--- src/rtl/regfile_mp.sv ---
// Multi-port integer register file: NR combinational reads, two prioritised write
// ports (W1 over W0), optional write-to-read bypass, pending-write scoreboard, debug port.
module regfile_mp #(
  parameter int XLEN   = 32,
  parameter int NREG   = 32,
  parameter int AW     = 5,
  parameter int NR     = 2,
  parameter int BYPASS = 1
) (
  input  logic                 clk,
  input  logic                 rst_n,
  input  logic [NR*AW-1:0]     rd_id_i,
  output logic [NR*XLEN-1:0]   rd_data_o,
  output logic [NR-1:0]        rd_busy_o,
  input  logic                 w0_en_i,
  input  logic [AW-1:0]        w0_id_i,
  input  logic [XLEN-1:0]      w0_data_i,
  input  logic                 w1_en_i,
  input  logic [AW-1:0]        w1_id_i,
  input  logic [XLEN-1:0]      w1_data_i,
  input  logic                 sb_set_i,
  input  logic [AW-1:0]        sb_id_i,
  input  logic [AW-1:0]        dbg_id_i,
  output logic [XLEN-1:0]      dbg_data_o,
  output logic [NREG-1:0]      busy_vec_o
);

  logic [XLEN-1:0] regs_q [NREG];
  logic [NREG-1:0] busy_q;
  logic [NREG-1:0] busy_d;
  logic [NREG-1:0] wr_hit;
  logic [XLEN-1:0] dbg_data_q;
  logic            w0_act;
  logic            w1_act;

  // Writes to x0 are squashed here so nothing downstream has to re-check index 0.
  assign w0_act = w0_en_i && (w0_id_i != '0);
  assign w1_act = w1_en_i && (w1_id_i != '0);

  always_comb begin
    busy_d = '0;
    wr_hit = '0;
    for (int i = 1; i < NREG; i++) begin
      wr_hit[i] = (w0_act && (w0_id_i == AW'(i))) || (w1_act && (w1_id_i == AW'(i)));
      // A new issue wins over a completing writeback to the same register.
      busy_d[i] = (sb_set_i && (sb_id_i == AW'(i))) || (busy_q[i] && !wr_hit[i]);
    end
  end

  always_ff @(posedge clk or negedge rst_n) begin
    if (!rst_n) begin
      for (int i = 0; i < NREG; i++) regs_q[i] <= '0;
      busy_q     <= '0;
      dbg_data_q <= '0;
    end else begin
      if (w0_act && !(w1_act && (w1_id_i == w0_id_i))) regs_q[w0_id_i] <= w0_data_i;
      if (w1_act) regs_q[w1_id_i] <= w1_data_i;
      busy_q     <= busy_d;
      dbg_data_q <= regs_q[dbg_id_i];
    end
  end

  for (genvar gi = 0; gi < NR; gi++) begin : g_rd
    logic [AW-1:0]   id;
    logic            hit0;
    logic            hit1;
    logic [XLEN-1:0] data;
    logic            busy;

    assign id   = rd_id_i[gi*AW +: AW];
    assign hit1 = (BYPASS != 0) && w1_act && (w1_id_i == id);
    assign hit0 = (BYPASS != 0) && w0_act && (w0_id_i == id);

    always_comb begin
      data = regs_q[id];
      busy = busy_q[id];
      if (id == '0) begin
        data = '0;
        busy = 1'b0;
      end else if (hit1) begin
        data = w1_data_i;
        busy = sb_set_i && (sb_id_i == id);
      end else if (hit0) begin
        data = w0_data_i;
        busy = sb_set_i && (sb_id_i == id);
      end
    end

    assign rd_data_o[gi*XLEN +: XLEN] = data;
    assign rd_busy_o[gi]              = busy;
  end

  assign dbg_data_o = dbg_data_q;
  assign busy_vec_o = busy_q;

endmodule

--- config.mk ---
export PLATFORM = sky130hd
export DESIGN_NAME = regfile_mp
export DESIGN_NICKNAME = d
export VERILOG_FILES = /design/src/rtl/regfile_mp.sv
export SDC_FILE = /design/constraint.sdc
export NUM_CORES = 2
export LEC_CHECK = 0
export CAP_MARGIN = 20
export CORE_ASPECT_RATIO = 1.2
export CORE_MARGIN = 5
export CORE_UTILIZATION = 45
export DETAILED_ROUTE_END_ITERATION = 8
export PLACE_DENSITY = 0.62
export SYNTH_ARGS = -nofsm -noshare
export SYNTH_HDL_FRONTEND = slang
export SYNTH_SLANG_ARGS = --single-unit
--- constraint.sdc ---
create_clock -name clk -period 6.3 [get_ports clk]
set_input_delay 1.26 -clock clk [delete_from_list [all_inputs] [get_ports clk]]
set_output_delay 1.26 -clock clk [all_outputs]
set_load 0.01 [all_outputs]
### Word-level counts from Yosys, hierarchy flattened

Cells that the tools add are included.
Widths: inputs -> output; s select.

* register bits after elaboration: 1087
* output and inout bits: 130

* multiplexer cells: 33
* bitwise operators: 5
* reduce and logical (&&, ||, !) cells: 234
* $lt $le $gt $ge: 9
* equality and inequality tests: 100

Operators with widths (number)
* $bwmux 1024: 2
* $mux 1024: 2
* $bmux 32 s5: 3
* $mux 32: 14
* $demux 32 s5: 2
* $eq 5x5->1 const B: 48
* $logic_and 1x1->1: 136
* $eq 5x4->1 const B: 24
* $logic_or 1x1->1: 62
* $eq 5x3->1 const B: 12
* $eq 5x5->1: 7
* $logic_not 1->1: 32
* $eq 5x2->1 const B: 6
* $ge 6x6->1 const B: 5
* $not 5->6: 5
* $eq 5x1->1 const B: 3
* $lt 5x6->1 const B: 2
* $lt 6x1->1 const B: 2
* $bmux 1 s5: 2
* $logic_not 5->1: 2
* $reduce_bool 5->1: 2
* $mux 1: 8

### Logic depth before layout (Yosys ltp)

* word-level depth: 9
* depth in mapped cells: 10

### Least setup slack after synthesis

OpenSTA, ideal clock, no wires.

* path kind: input to output
* start point: input port rd_id_i[0]
* end point: output port rd_data_o[0]
* buffers on the path: 2
* data required time: 5040 ps
* path slack: 1882 ps
* arrival: 3158 ps
* stages: 6
* path through: buf_2 > buf_1 > mux4_2 > mux4_2 > inv_1 > o221ai_1

* word-level cells in the longest chain between the ends: 7
* elaborated cells between the ends (all ways): 12
* classes of those cells: 2 x eq/ne; 6 x mux; 1 x bitwise; 3 x reduce/logical

RTL lines
* start: declaration: RTL line 12 `input logic [NR*AW-1:0] rd_id_i,`
* $not 5->6 (implied by the code): RTL line 75 `data = regs_q[id];`
* $bmux 32 s5: RTL line 75
* $mux 32 (implied by the code) (2 in series): RTL line 75
* $mux 32: RTL line 83 `end else if (hit0) begin`
* $mux 32: RTL line 80 `end else if (hit1) begin`
* $mux 32 (*): RTL line 77 `if (id == '0) begin`
* end: declaration: RTL line 13 `output logic [NR*XLEN-1:0] rd_data_o,`

Mark *: on every way between the ends. The rest lies on a longest branch, timed or not. The select of a mux whose other input is x is not followed.

### Final worst setup path

* start point: input port w1_id_i[2]
* end point: output port rd_data_o[41]

* word-level cells in the longest chain between the ends: 5
* elaborated cells between the ends (all ways): 6
* classes of those cells: 1 x eq/ne; 2 x mux; 3 x reduce/logical

RTL lines
* start: declaration: RTL line 19 `input logic [AW-1:0] w1_id_i,`
* $reduce_bool 5->1: RTL line 38 `assign w1_act = w1_en_i && (w1_id_i != '0);`
* $logic_and 1x1->1: RTL line 38
* $logic_and 1x1->1 (*): RTL line 71 `assign hit1 = (BYPASS != 0) && w1_act && (w1_id_i == id);`
* $mux 32 (*): RTL line 80
* $mux 32 (*): RTL line 77

Mark *: on every way between the ends. The rest lies on a longest branch, timed or not.

==> impl_metrics.toml <==
[setup_path]
arrival_ps = 5140
worst_path_most_repeated_cell = "sky130_fd_sc_hd__clkdlybuf4s50_1"
timing.setup.critical_path_class = "in2out"
critPathBufInv = 3
critPathMaxStageDelay_ps = 850
timing.critical_path.max_delay_family = "buffers and inverters"
critPathRequiredTime_ps = 5040
setup.reg_to_reg.worst_slack_ps = 4260
worst_setup_path_start_kind = "input pin"
critical_path_peak_fanout = 8
worstPathCellList = "clkdlybuf4s50_1 > or2_4 > o41ai_4 > or3_2 > nand2_1 > buf_4 > o31ai_1 > clkdlybuf4s50_1"
worstRegToRegCells = 3
worst_r2r_endpoint = "dbg_data_o[6]"
cpMaxStageDelayCell = "sky130_fd_sc_hd__o31ai_1"
critical_path.reg2reg.startpoint = "regs_q[70]"
timing.critical_path.to_type = "output pin"

[clocking]
ctsHoldBuffers = 0
post_cts.resized_instances = 0
sinks_on_clock_net = 1087
cts_post_setup_buffers_inserted = 0
cts_tree = "done"
cts.reportedPaths.clkPinSlew_ps = 60
cts.htree.levels = 3
cts_max_path_buffers = 3
clock_latency_ps = 800
cts_root_buffer = "sky130_fd_sc_hd__clkbuf_16"
cts_made_buffers = 117

[timing]
finalSetupTns_ps = -116.2
min_period_over_period_pct = 101.6
layout_min_cycle_time_ps = 6404
worst_clock_skew_ps = 40.57
timing_max_transition_violations_final = 0
worst_slew_pin_slew_ps = 1312
final_worst_path_setup_slack_ps = -103.5
max_fclk_ghz = 0.1562
rsz0062_at_grt = "false"
slew_headroom_pct = 12.53
finalSetupViolCount = 2
hold_viol = 0

[finish]
multi_input_comb_area_um2 = 45640
seqCellArea_um2 = 27200
post_route_cells_drive_above_1_share_pct = 22.96
fillCellCount = 15100
syn2layout_area_growth_pct = 11.43
final_net_count = 6733

[die]
die-width_um = 387.5
rows = 166
coreArea_um2 = 170300
initial_core_util_pct = 45.18
die_h_um = 463.0
floorplan.die_area_um2 = 179400
pin_count = 229

[yosys]
netlist_instances = 6875
yosys.area_share.adder_pct = 0
yosysUniqueCellTypes = 57
synth-main-ff-cell = "sky130_fd_sc_hd__dfrtp_1"
postSynthRegisterBits = 1087
synth_warnings = 0
ys_seq_area_share_pct = 35.35
synth_mux_area_share_pct = 40.45
post_synth_xor_area_fraction_pct = 0.3756
post_synth.cell_area_avg_um2 = 11.19
synth-compound-area-share_pct = 10.99
synth_simple_gate_area_share_pct = 7.024
dominant_combinational_cell_family_by_area_after_synthesis = "multiplexers"
synth_area_um2 = 76950
synth_fp_nets = 6974
synth_async_reset_ratio_pct = 100.0
synth-edff-count = 0

[placement]
gpl.final_weighted_congestion = 0.9894
dp_hpwl_um = 208400
io_buffer_count = 227
place_ws_ps = 225.4

[outcome]
violations = "setup timing"
run_status = "finished, violations left"

[route]
drt_first_iter_violations = 11120
routed_wl_um = 342300
routed_wire_length_per_instance_um = 37.95
number_of_remaining_drc_errors = 0
dr_total_vias = 65090
route.detailed.vias_per_inst = 7.215
drt_pre_antenna_iters = 8
antenna_left = 0

[pwr]
p_leak_nw = 40.16
power.density_nw_per_um2 = 323.7
worst_ir_drop_vdd_uv = 254.6

[global_routing]
grt_use_total_pct = 37.09
grt_antenna_before_repair = 30
grt_start_max_net_pins = 172
first_global_vias = 62160
grt_first_pass_wirelength_um = 479500
grt_overflow_total = 0

[worst_hold_path]
timing.hold.worst_path_depth = 0
hp-class = "reg2reg"
holdCritStartpoint = "regs_q[997]"
hold-path-endpoint = "regs_q[997]"

[flow_run]
cap_viol_max_count = 0
[per-layer routing]
metal	share of wire, %	vias up	track usage (%)
met5	0.067	-	0
met4	8.7	24	25.88
met3	16	1517	16.56
met2	41	5791	50.66
met1	35	32450	46.83
li1	-	25300	-
[report_power, final]
part,total (W),leakage [nW],internal (W),switching (W)
combinational,0.00887,25.1,0.00493,0.00394
sequential,0.0110,13.0,0.00889,0.00211
clock,0.00789,2.08,0.00463,0.00326
[cell families after synthesis]
| kind of cell | Yosys count |
|---|---|
| xor gates and xnor gates | 33 |
| buffers and inverters | 992 |
| AOI/OAI and AO/OA | 1391 |
| muxes | 2041 |
| DFF | 1087 |
| other | 1 |
| and+or+nand+nor | 1330 |
[cell usage in the layout (no fill, tap or decap), types with 62 or more instances in the layout]
master	Yosys	layout
sky130_fd_sc_hd__clkdlybuf4s50_1	0	212
sky130_fd_sc_hd__mux4_2	850	850
sky130_fd_sc_hd__a21oi_1	1038	1038
sky130_fd_sc_hd__nand2_1	114	86
sky130_fd_sc_hd__mux2i_1	1143	1143
sky130_fd_sc_hd__clkbuf_16	0	117
sky130_fd_sc_hd__nor2_1	1038	1036
sky130_fd_sc_hd__buf_4	132	290
sky130_fd_sc_hd__a22oi_1	66	66
sky130_fd_sc_hd__a31oi_1	62	62
sky130_fd_sc_hd__dfrtp_1	1087	1087
sky130_fd_sc_hd__inv_1	64	64
[cell usage after synthesis (56+ instances only)]
cell type / n / area share, %
sky130_fd_sc_hd__a21oi_1: 1038 / 6.8
sky130_fd_sc_hd__a22oi_1: 66 / 0.64
sky130_fd_sc_hd__a31oi_1: 62 / 0.50
sky130_fd_sc_hd__buf_1: 56 / 0.27
sky130_fd_sc_hd__buf_2: 121 / 0.79
sky130_fd_sc_hd__buf_4: 132 / 1.3
sky130_fd_sc_hd__clkbuf_1: 604 / 2.9
sky130_fd_sc_hd__dfrtp_1: 1087 / 35
sky130_fd_sc_hd__inv_1: 64 / 0.31
sky130_fd_sc_hd__mux2i_1: 1143 / 15
sky130_fd_sc_hd__mux4_2: 850 / 25
sky130_fd_sc_hd__nand2_1: 114 / 0.56
sky130_fd_sc_hd__nor2_1: 1038 / 5.1
[worst max path at each step]
stage,depth (start not counted),to,from,slack [ps]
2_1_floorplan,6,rd_data_o[0],rd_id_i[0],1880
3_3_place_gp,10,rd_data_o[41],w0_id_i[0],140
3_5_place_dp,10,rd_data_o[41],w0_id_i[0],230
4_1_cts,10,rd_data_o[41],w0_id_i[0],190
5_1_grt,8,rd_data_o[46],w1_id_i[2],30
6_report,8,rd_data_o[41],w1_id_i[2],-100
[cell type report]
type | count | share of cell area, %
multi-input combinational | 4796 | 53.22
sequential | 1087 | 31.72
timing repair buffer | 566 | 6.414
clock buffer | 159 | 3.937
tap | 2268 | 3.309
clock inverter | 55 | 1.036
inverter | 66 | 0.2918
antenna | 24 | 0.07004
[sequential cells by signal, summed over array words and instances (netlist names)]
register / cells
busy_vec_o: 31
dbg_data_o: 32
regs_q: 1024
[stage by stage]
step	std cells	utilization (%)	hold slack (ps)	cell area, µm²	total power [W]
floorplan	6875	-	458.0	76950	0.01637
global placement	8779	47.77	395.8	81360	0.01930
detailed placement	8780	47.78	403.7	81370	0.01962
CTS	8994	50.28	421.1	85630	0.02742
global route	9001	50.32	431.3	85700	0.02869
finish	9021	50.35	421.4	85750	0.02775
Power figures use the tool's default switching activity.
